### src/rtl/pipe_parity_check_if.sv
// Word/status bundle for the pipelined parity checker.
// The master side drives received words and clears; the slave side is the checker.
interface pipe_parity_check_if #(
    parameter int WIDTH = 10,
    parameter int CNT_W = 16
);
    logic             in_valid;
    logic [WIDTH-1:0] in_data;
    logic             in_parity;
    logic             err_clr;
    logic             out_valid;
    logic             out_err;
    logic             err_sticky;
    logic [CNT_W-1:0] err_count;

    modport master (
        output in_valid, in_data, in_parity, err_clr,
        input  out_valid, out_err, err_sticky, err_count
    );

    modport slave (
        input  in_valid, in_data, in_parity, err_clr,
        output out_valid, out_err, err_sticky, err_count
    );
endinterface

### src/rtl/pipe_parity_check.sv
// Receive-side parity checker: a registered XOR tree of 6-input groups over
// {in_parity, in_data}, with a valid bit riding alongside and sticky/saturating status.
module pipe_parity_check #(
    parameter int WIDTH = 10,
    parameter int ODD   = 0,
    parameter int CNT_W = 16
) (
    input  logic                  clk,
    input  logic                  rst_n,
    pipe_parity_check_if.slave    bus
);
    localparam int VW = WIDTH + 1;

    function automatic int calc_lat(input int w);
        int     s;
        longint p;
        s = 1;
        p = 6;
        while (p < longint'(w)) begin
            p = p * 6;
            s = s + 1;
        end
        return s;
    endfunction

    function automatic int stage_w(input int w, input int s);
        int r;
        r = w;
        for (int i = 0; i < s; i++) r = (r + 5) / 6;
        return r;
    endfunction

    localparam int   LAT     = calc_lat(VW);
    localparam logic ODD_BIT = (ODD != 0);

    // Each stage pads its input up to whole 6-bit groups and registers one XOR per group.
    for (genvar s = 0; s < LAT; s++) begin : stg
        localparam int IW = stage_w(VW, s);
        localparam int OW = stage_w(VW, s + 1);

        logic [IW-1:0]   din;
        logic            vin;
        logic [OW*6-1:0] padded;
        logic [OW-1:0]   grp;
        logic [OW-1:0]   dout;
        logic            vout;

        if (s == 0) begin : g_first
            assign din = {bus.in_parity, bus.in_data};
            assign vin = bus.in_valid;
        end else begin : g_next
            assign din = stg[s-1].dout;
            assign vin = stg[s-1].vout;
        end

        assign padded = (OW*6)'(din);

        always_comb begin
            grp = '0;
            for (int g = 0; g < OW; g++) grp[g] = ^padded[g*6 +: 6];
        end

        always_ff @(posedge clk or negedge rst_n) begin
            if (!rst_n) begin
                dout <= '0;
                vout <= 1'b0;
            end else begin
                dout <= grp;
                vout <= vin;
            end
        end
    end

    logic             out_valid;
    logic             out_err;
    logic             err_sticky;
    logic [CNT_W-1:0] err_count;

    assign out_valid = stg[LAT-1].vout;
    assign out_err   = out_valid & (stg[LAT-1].dout[0] ^ ODD_BIT);

    // A clear coinciding with a new error leaves exactly that one error recorded.
    always_ff @(posedge clk or negedge rst_n) begin
        if (!rst_n) begin
            err_sticky <= 1'b0;
            err_count  <= '0;
        end else if (bus.err_clr) begin
            err_sticky <= out_err;
            err_count  <= out_err ? CNT_W'(1) : '0;
        end else if (out_err) begin
            err_sticky <= 1'b1;
            if (err_count != '1) err_count <= err_count + CNT_W'(1);
        end
    end

    assign bus.out_valid  = out_valid;
    assign bus.out_err    = out_err;
    assign bus.err_sticky = err_sticky;
    assign bus.err_count  = err_count;
endmodule

### src/flat_wrapper.sv
// flat-port wrapper written by rule: the top's interface ports become plain ports
module pipe_parity_check_flat 
#(
    parameter int WIDTH = 10,
    parameter int ODD   = 0,
    parameter int CNT_W = 16
)
  (clk, rst_n, bus_in_valid, bus_in_data, bus_in_parity, bus_err_clr, bus_out_valid, bus_out_err, bus_err_sticky, bus_err_count);
  pipe_parity_check_if #(.WIDTH(WIDTH), .CNT_W(CNT_W)) bus_i ();
  input  logic clk;
  input  logic rst_n;
  input wire logic [$bits(bus_i.in_valid)-1:0] bus_in_valid;
  input wire logic [$bits(bus_i.in_data)-1:0] bus_in_data;
  input wire logic [$bits(bus_i.in_parity)-1:0] bus_in_parity;
  input wire logic [$bits(bus_i.err_clr)-1:0] bus_err_clr;
  output wire logic [$bits(bus_i.out_valid)-1:0] bus_out_valid;
  output wire logic [$bits(bus_i.out_err)-1:0] bus_out_err;
  output wire logic [$bits(bus_i.err_sticky)-1:0] bus_err_sticky;
  output wire logic [$bits(bus_i.err_count)-1:0] bus_err_count;
  assign bus_i.in_valid = bus_in_valid;
  assign bus_i.in_data = bus_in_data;
  assign bus_i.in_parity = bus_in_parity;
  assign bus_i.err_clr = bus_err_clr;
  assign bus_out_valid = bus_i.out_valid;
  assign bus_out_err = bus_i.out_err;
  assign bus_err_sticky = bus_i.err_sticky;
  assign bus_err_count = bus_i.err_count;
  pipe_parity_check #(.WIDTH(WIDTH), .ODD(ODD), .CNT_W(CNT_W)) u_core (.clk(clk), .rst_n(rst_n), .bus(bus_i));
endmodule
### config.mk
export PLATFORM = sky130hd
export DESIGN_NAME = pipe_parity_check_flat
export DESIGN_NICKNAME = d
export VERILOG_FILES = /design/src/rtl/pipe_parity_check_if.sv /design/src/rtl/pipe_parity_check.sv /design/src/flat_wrapper.sv
export SDC_FILE = /design/constraint.sdc
export NUM_CORES = 1
export LEC_CHECK = 0
export ABC_AREA = 1
export BUFFER_PORTS_ARGS = -buffer_cell sky130_fd_sc_hd__buf_2
export CAP_MARGIN = 30
export CORE_MARGIN = 2
export CORE_UTILIZATION = 40
export DETAILED_ROUTE_END_ITERATION = 16
export PLACE_DENSITY = 0.68
export SETUP_SLACK_MARGIN = 0.02
export SKIP_LAST_GASP = 1
export SYNTH_ARGS = -nofsm -noshare
export SYNTH_HDL_FRONTEND = slang
export SYNTH_SLANG_ARGS = --single-unit
### constraint.sdc
create_clock -name clk -period 1.49 [get_ports clk]
set_input_delay 0.0745 -clock clk [delete_from_list [all_inputs] [get_ports clk]]
set_output_delay 0.0745 -clock clk [all_outputs]
set_load 0.01 [all_outputs]
Word-level counts from Yosys, hierarchy flattened
Index checks and enable logic that the tools add are counted.

Add/sub/neg operators: 1. $mul: 0. Div/mod/pow operators: 0. Order comparisons: 0. Eq/ne operators: 1. Shifts and indexed selects: 0. Multiplexer cells: 6. Bitwise operators: 1. Reductions and logical operators: 6.

Operators with widths (number): $mux 16 (3); $reduce_xor 6->1 (3); $add 16x1->16 const B (1); $ne 16x16->1 const B (1); $reduce_bool 2->1 (2); $mux 1 (3); $reduce_and 2->1 (1); $and 1x1->1 (1).

Bits in registers: 22. Bits in latches: 0. Memory bits (writable): 0. Bits in read-only memories: 0. Input port bits: 15. Output and inout port bits: 19. Logic and storage cells: 21. Memories: 0.

Depth between registers and ports, before layout
Gate-level depths: netlist (run 1).

Word-level depth: 4. Gate-level depth with buffers: 9. Gate-level depth less buffers: 9.

Least setup slack after synthesis (run 1)
OpenSTA, ideal clock, no wires.

Path kind: reg2reg. From: register u_core.err_count[0], in the netlist u_core.bus.err_count[0]. To: register u_core.err_count[2], in the netlist u_core.bus.err_count[2]. Setup time: 0.074 ns. Arrival time: 1.411 ns. Required time: 1.416 ns. Setup slack: 0.005 ns. Stages on the path, launching flop included: 9. Buffers on the path: 1. Clock period less this slack: 1.485 ns. Path through: dfrtp_1 ha_1 nand3_2 nor2_2 nand3_2 nand2_4 buf_8 nand2_1 o21ai_2.

Word-level cells in the longest chain between the ends: 4. Elaborated cells on any way between the ends: 7. Classes of those cells: add/sub: 1; eq/ne: 1; mux: 3; reduce/logical: 2.

RTL lines: start, declared (RTL line pipe_parity_check.sv:77) `logic [CNT_W-1:0] err_count;`; start signal, assigned (RTL line pipe_parity_check.sv:89) `err_count <= out_err ? CNT_W'(1) : '0;`; start signal, assigned (RTL line pipe_parity_check.sv:92) `if (err_count != '1) err_count <= err_count + CNT_W'(1);`; $add 16x1->16 (RTL line pipe_parity_check.sv:92); $mux 16 (RTL line pipe_parity_check.sv:92); $mux 16 (RTL line pipe_parity_check.sv:90) `end else if (out_err) begin`; $mux 16 (RTL line pipe_parity_check.sv:87) `end else if (bus.err_clr) begin`.

Parallel ways exist; a longest one is shown, timed or not. The select of a mux whose other input is x is not followed. A chain may end at the register's enable or synchronous reset.

Worst setup path after layout (run 1)
From: register u_core.err_count[0], in the netlist u_core.bus.err_count[0]. To: register u_core.err_count[14], in the netlist u_core.bus.err_count[14].

Same word-level chain as after synthesis.

==> results of run 1 <==
==> Yosys cell counts, types with 2 or more instances <==
cell type  count
a21oi_1        2
buf_8          2
dfrtp_1       22
inv_1         19
inv_2          2
nand2_1       53
nand2_2        2
nand3_1       17
nand3_2        3
nand3b_1       2
nand4_1        5
nor2_1        15
nor2_2         6
o21ai_0        3
o21ai_1        5
o21ai_2        7
xnor2_1        6
xor2_1         5
==> cell type report <==
type                       instances  area (sq um)
multi-input combinational        139         818.3
sequential                        22         556.8
inverter                          21         78.83
fill                             315          1460
clock buffer                       3         22.52
timing repair buffer              52         312.8
clock inverter                     1         30.03
tap                               46         57.56
==> layer usage <==
layer	wire (um)	track usage	share of wire
met1	1480	0.2162	0.43
met2	1810	0.3019	0.52
met3	143	0.02883	0.041
met4	26	0.05000	0.0075
met5	0	0	0
==> power groups by stage <==
stage | registers, mW | logic [mW] | clock network [mW]
floorplan | 0.762 | 0.234 | 0
global placement | 0.723 | 0.419 | 0
detailed placement | 0.725 | 0.428 | 0
CTS | 0.712 | 0.444 | 0.483
global route | 0.739 | 0.550 | 0.513
finish | 0.730 | 0.496 | 0.482
==> sequential cells by signal, summed over array words and instances, names as in the netlist <==
signal	count
u_core.bus.out_valid	1
u_core.stg.dout	3
u_core.stg.vout	1
u_core.bus.err_count	16
u_core.bus.err_sticky	1
==> worst paths after layout <==
kind                                         startpoint                  endpoint  slack (ps)  cells after the start
worst max-delay path            u_core.bus.err_count[0]  u_core.bus.err_count[14]          40                      6
worst min-delay path                      bus_in_parity     u_core.stg[0].dout[1]          40                      3
worst max register to register  u_core.bus.err_count[0]  u_core.bus.err_count[14]          40                      6
worst min register to register       u_core.stg[0].vout      u_core.bus.out_valid         370                      0
max in group asynchronous                         rst_n   u_core.bus.err_count[2]         900                      2
min in group asynchronous                         rst_n  u_core.bus.err_count[11]         220                      2
==> tightest hold or removal path, delay by kind of cell <==
kind                      cells  cell delay (ps)
xor gates and xnor gates      2              180
buffers and inverters         1               80
==> kinds of logic (layout without fill, tap and decap cells) <==
logic type,Yosys count,in the layout,synth area share
AOI/OAI and AO/OA,18,18,0.08528
buffers and inverters,24,77,0.08618
DFF,22,22,0.3950
xor gates and xnor gates,11,11,0.06912
and+or+nand+nor,106,109,0.3555
adders and majority gates,1,1,0.008975
==> timing repair <==
action                                 4_1_cts  5_1_grt
pin swaps                                    0        3
hold buffers                                 2        0
buffers inserted                             0        3
gates cloned                                 0        3
endpoints found under the hold margin       23        0
gates resized for setup                      2       14
setup endpoints to repair                   14       16
==> results.json, run 1 <==
{
  "status": "completed",
  "power.density_mw_per_mm2": 910.0,
  "finalNetCount": 255,
  "synth_nets": 198,
  "synth_top_cell_by_area": "dfrtp_1",
  "critPathLaunchType": "flip-flop",
  "hold_class": "primary input to flip-flop",
  "viasPerCell": 4.877,
  "critical_path_buf_inv_count": 0,
  "ys_types": 24,
  "vias": 1385,
  "io_buffers": 33,
  "grt_pass1_wl_um": 5451,
  "crit_arrival_ps": 1680,
  "crit_path_frequent_cell": "nand3_4",
  "fin_skew_ps": 2.190,
  "grt_usage": 0.1722,
  "synthFlopType": "dfrtp_1",
  "gp_congestion": 0.8106,
  "switching_share": 0.3239,
  "period_share": 0.9750,
  "htreeDepth": 1,
  "syn_inst": 182,
  "synthTopCellsByArea": "dfrtp_1 (39%), nand2_1 (14%), nand3_1 (6.1%)",
  "synth_seq_cells": 22,
  "grt_pass1_vias": 1292,
  "crit_chain": "ha_4 -> nand3_4 -> nor2_4 -> nand3_4 -> nand2_4 -> o21ai_2",
  "async_flop_share": 1.000,
  "slew_viol_final": 0,
  "dp_cells": 272,
  "post_dp_cell_area_sq_mm": 0.001683,
  "crit_type": "flip-flop to flip-flop",
  "cts_root_buf": "clkbuf_4",
  "clk_path_buf_depth": 2,
  "finalCriticalPeriod_ps": 1453,
  "post-route-cell-area_sq_mm": 0.001877,
  "antenna_cells": 0,
  "syn_to_final_growth_pct": 34.65,
  "antenna_found_initial": 0,
  "dp_slack_ps": 15.10,
  "crit_family": "simple AND/OR/NAND/NOR gates",
  "die-area_sq_mm": 0.003973,
  "ant_nets": 0,
  "insertion_delay_ps": 330,
  "cts_sinks": 22,
  "synth_seq_area_share": 0.3950,
  "combPwrFrac": 0.290,
  "finalSetupTns_ps": 0,
  "cts.clk_slew.worst_paths_ps": 140,
  "dieWidth_um": 63.03,
  "dr.pass1.iters": 4,
  "start_util": 0.4177,
  "final_layout_size_suffix_gt1_frac": 0.3782,
  "whs_ps": 37.70,
  "intPower_mw": 1.155,
  "wirelength_um": 3460,
  "rows": 21,
  "die_y_um": 63.03,
  "io_pins": 34,
  "cp-end-kind": "flip-flop",
  "tightest_slew_ps": 500.5,
  "synth_area_sq_mm": 0.001394,
  "power_frac_clock": 0.282,
  "cp.required_ps": 1720,
  "critPathSlowestCell": "dfrtp_1",
  "hold_violations": 0,
  "coreArea_sq_mm": 0.003337,
  "grt_max_degree": 26,
  "rsz0062_at_grt": "true",
  "cts_tree": "yes",
  "maxCapViolations": 0,
  "cts-buffers-inserted": 3,
  "grt-ovfl-total": 0,
  "synth_edf_count": 0,
  "clock.fmax_mhz": 688.3,
  "final_cell_mix": "nand2_1 (52), buf_2 (33), inv_1 (19)",
  "power_mw": 1.708,
  "wl_per_cell_um": 12.18,
  "relSlewSlack": 0.6664,
  "synth_top_area_share": 0.3950,
  "fin_ws_ps": 37.18,
  "synth_warnings": 0,
  "syn_area_per_cell_sq_um": 7.658,
  "peakVddDrop_mv": 0.4870,
  "crit_fanout": 6,
  "layout_commonest_cell": "nand2_1",
  "cp_slowest_stage_delay_ps": 430,
  "instances_no_fill": 284,
  "p_leak_nw": 0.8830,
  "setup_viol": 0,
  "initialDrtViolationCount": 65,
  "pwr-share-seq": 0.428,
  "hpwl_um": 2335,
  "route.detailed.drc": 0,
  "final_util": 0.5624,
  "p_sw_uw": 553.1
}
Power figures use the tool's default switching activity.
==> run 2: changes to the inputs <==
ABC_CLOCK_PERIOD_IN_PS = 1490   (was unset)
PLACE_DENSITY = 0.65   (was 0.68)
==> run 2 against run 1 <==
  * Routed wire length shrank 4.6%
  * Power grew 0.54%
  * Non-clock buffer count grew 2
  * Maximum frequency grew 2.2%
  * First-iteration DRC count grew 11%
  * Clock power shrank 2%
  * Critical path depth grew 4
  * Clock-buffer cell count is the same
==> results.json, run 2 (same netlist as run 1, synthesis figures left out) <==
{
  "status": "completed",
  "critical_path_buf_inv_count": 3,
  "grt_max_degree": 26,
  "cts_root_buf": "clkbuf_4",
  "critPathSlowestCell": "dfrtp_1",
  "cts_tree": "yes",
  "finalNetCount": 254,
  "r2r_end": "u_core.bus.err_count[15]",
  "dieWidth_um": 63.03,
  "initialDrtViolationCount": 72,
  "rows": 21,
  "dr.pass1.iters": 4,
  "viasPerCell": 4.799,
  "holdPathEnd": "u_core.stg[0].dout[1]",
  "fillers": 303,
  "die_y_um": 63.03,
  "clk_path_buf_depth": 2,
  "finalCriticalPeriod_ps": 1421,
  "coreArea_sq_mm": 0.003337,
  "grt_pass1_vias": 1232,
  "route.detailed.drc": 0,
  "power_mw": 1.717,
  "power.density_mw_per_mm2": 907.0,
  "crit_chain": "buf_6 -> ha_4 -> nand3_4 -> nor2_4 -> nand3_4 -> buf_6 -> nand3_2 -> nand2_1 -> nand2_1 -> inv_1",
  "fin_skew_ps": 7.847,
  "antenna_found_initial": 0,
  "period_share": 0.9538,
  "relSlewSlack": 0.6711,
  "layout_commonest_cell": "nand2_1",
  "final_util": 0.5673,
  "cp-end-kind": "flip-flop",
  "start_util": 0.4177,
  "rsz0062_at_grt": "true",
  "io_pins": 34,
  "hold_start": "bus_in_parity",
  "tightest_slew_ps": 493.4,
  "crit_fanout": 3,
  "p_leak_nw": 0.8843,
  "r2r_setup_slack_ps": 70,
  "insertion_delay_ps": 320,
  "clock.fmax_mhz": 703.6,
  "ff2ff_path_depth": 10,
  "wirelength_um": 3302,
  "cts-buffers-inserted": 3,
  "grt_usage": 0.1728,
  "peakVddDrop_mv": 0.6081,
  "r2r_start": "u_core.bus.err_count[1]",
  "whs_ps": 41.41,
  "largest_reg_flops": 16,
  "ant_nets": 0,
  "vias": 1358,
  "cp_slowest_stage_delay_ps": 380,
  "largestRegisters": "u_core.bus.err_count (16), u_core.stg.dout (3)",
  "crit_arrival_ps": 1660,
  "cts_sinks": 22,
  "io_buffers": 33,
  "hold_depth": 3,
  "antenna_cells": 0,
  "htreeDepth": 1,
  "grt-ovfl-total": 0,
  "setup_viol": 0,
  "cts.clk_slew.worst_paths_ps": 130,
  "grt_pass1_wl_um": 5444,
  "hpwl_um": 2421,
  "largest-register": "u_core.bus.err_count",
  "slew_viol_final": 0,
  "critPathLaunchType": "flip-flop",
  "hold_class": "primary input to flip-flop",
  "syn_to_final_growth_pct": 35.82,
  "wl_per_cell_um": 11.67,
  "final_cell_mix": "nand2_1 (51), buf_2 (33), inv_1 (19), dfrtp_1 (19), buf_4 (17)",
  "final_layout_size_suffix_gt1_frac": 0.3924,
  "maxCapViolations": 0,
  "gp_congestion": 0.8716,
  "crit_type": "flip-flop to flip-flop",
  "die-area_sq_mm": 0.003973,
  "cp.required_ps": 1730,
  "crit_family": "simple AND/OR/NAND/NOR gates",
  "hold_violations": 0
}
[run 2: changes by cell type in the layout (fill, tap and decap cells not counted), moves of 2 or more]
| cell | delta |
|---|---|
| dfrtp_2 | -2 |
| dfrtp_1 | +2 |
| nand2_4 | -2 |
| nor2_4 | +2 |
| buf_6 | +2 |
| nor2_1 | -2 |
| nand3_2 | +2 |
| nand3_1 | -2 |
[run 2: layout make-up]
class	instances	area, sq um	area share
multi-input combinational	136	814.5	0.4303
sequential	22	554.3	0.2928
timing repair buffer	54	335.3	0.1771
inverter	21	78.83	0.04164
tap	46	57.56	0.03040
clock inverter	1	30.03	0.01586
clock buffer	3	22.52	0.01190
[run 2: per-layer routing]
layer | up-vias | track usage | part of all wire
met5 | - | 0 | 0
met4 | 0 | 0.06667 | 0.012
met1 | 616 | 0.2166 | 0.43
met2 | 47 | 0.2886 | 0.49
met3 | 5 | 0.03784 | 0.065
li1 | 690 | - | -
[run 2: how the worst max path moves through the flow]
stage                                  startpoint                       end  slack [ps]  cells after the start
final                     u_core.bus.err_count[1]  u_core.bus.err_count[15]          70                     10
after global routing      u_core.bus.err_count[7]  u_core.bus.err_count[15]         -10                     10
after CTS                 u_core.bus.err_count[1]  u_core.bus.err_count[15]          20                      9
after detailed placement  u_core.bus.err_count[1]   u_core.bus.err_count[6]          30                      6
after global placement    u_core.bus.err_count[0]   u_core.bus.err_count[8]          80                      6
after floorplan           u_core.bus.err_count[0]   u_core.bus.err_count[2]          20                      8
[run 2: power by group]
| part | switching, mW | leakage [nW] | internal, mW |
|---|---|---|---|
| Combinational | 0.274 | 0.569 | 0.243 |
| Clock | 0.198 | 0.0279 | 0.272 |
| Sequential | 0.0586 | 0.287 | 0.672 |
[run 2: repair_timing]
action / CTS / global route
setup buffers: 0 / 5
setup endpoints to repair: 12 / 16
pin swaps: 0 / 9
hold buffers: 2 / 0
endpoints found under the hold margin: 23 / 0
gates resized for setup: 1 / 24
[run 2: worst min-delay path, delay by kind of cell]
| family | cells | cell delay, ps |
|---|---|---|
| XOR/XNOR | 2 | 180 |
| buffers and inverters | 1 | 80 |
[run 2: stage by stage]
stage	instance area, sq um	setup WS [ps]	TNS [ps]	instances
6_report	1893	68.77	0	283
4_1_cts	1764	15.00	0	278
3_3_place_gp	1683	76.22	0	272
2_1_floorplan	1396	22.20	0	182
3_5_place_dp	1683	27.80	0	272
5_1_grt	1893	-14.79	-43.22	283
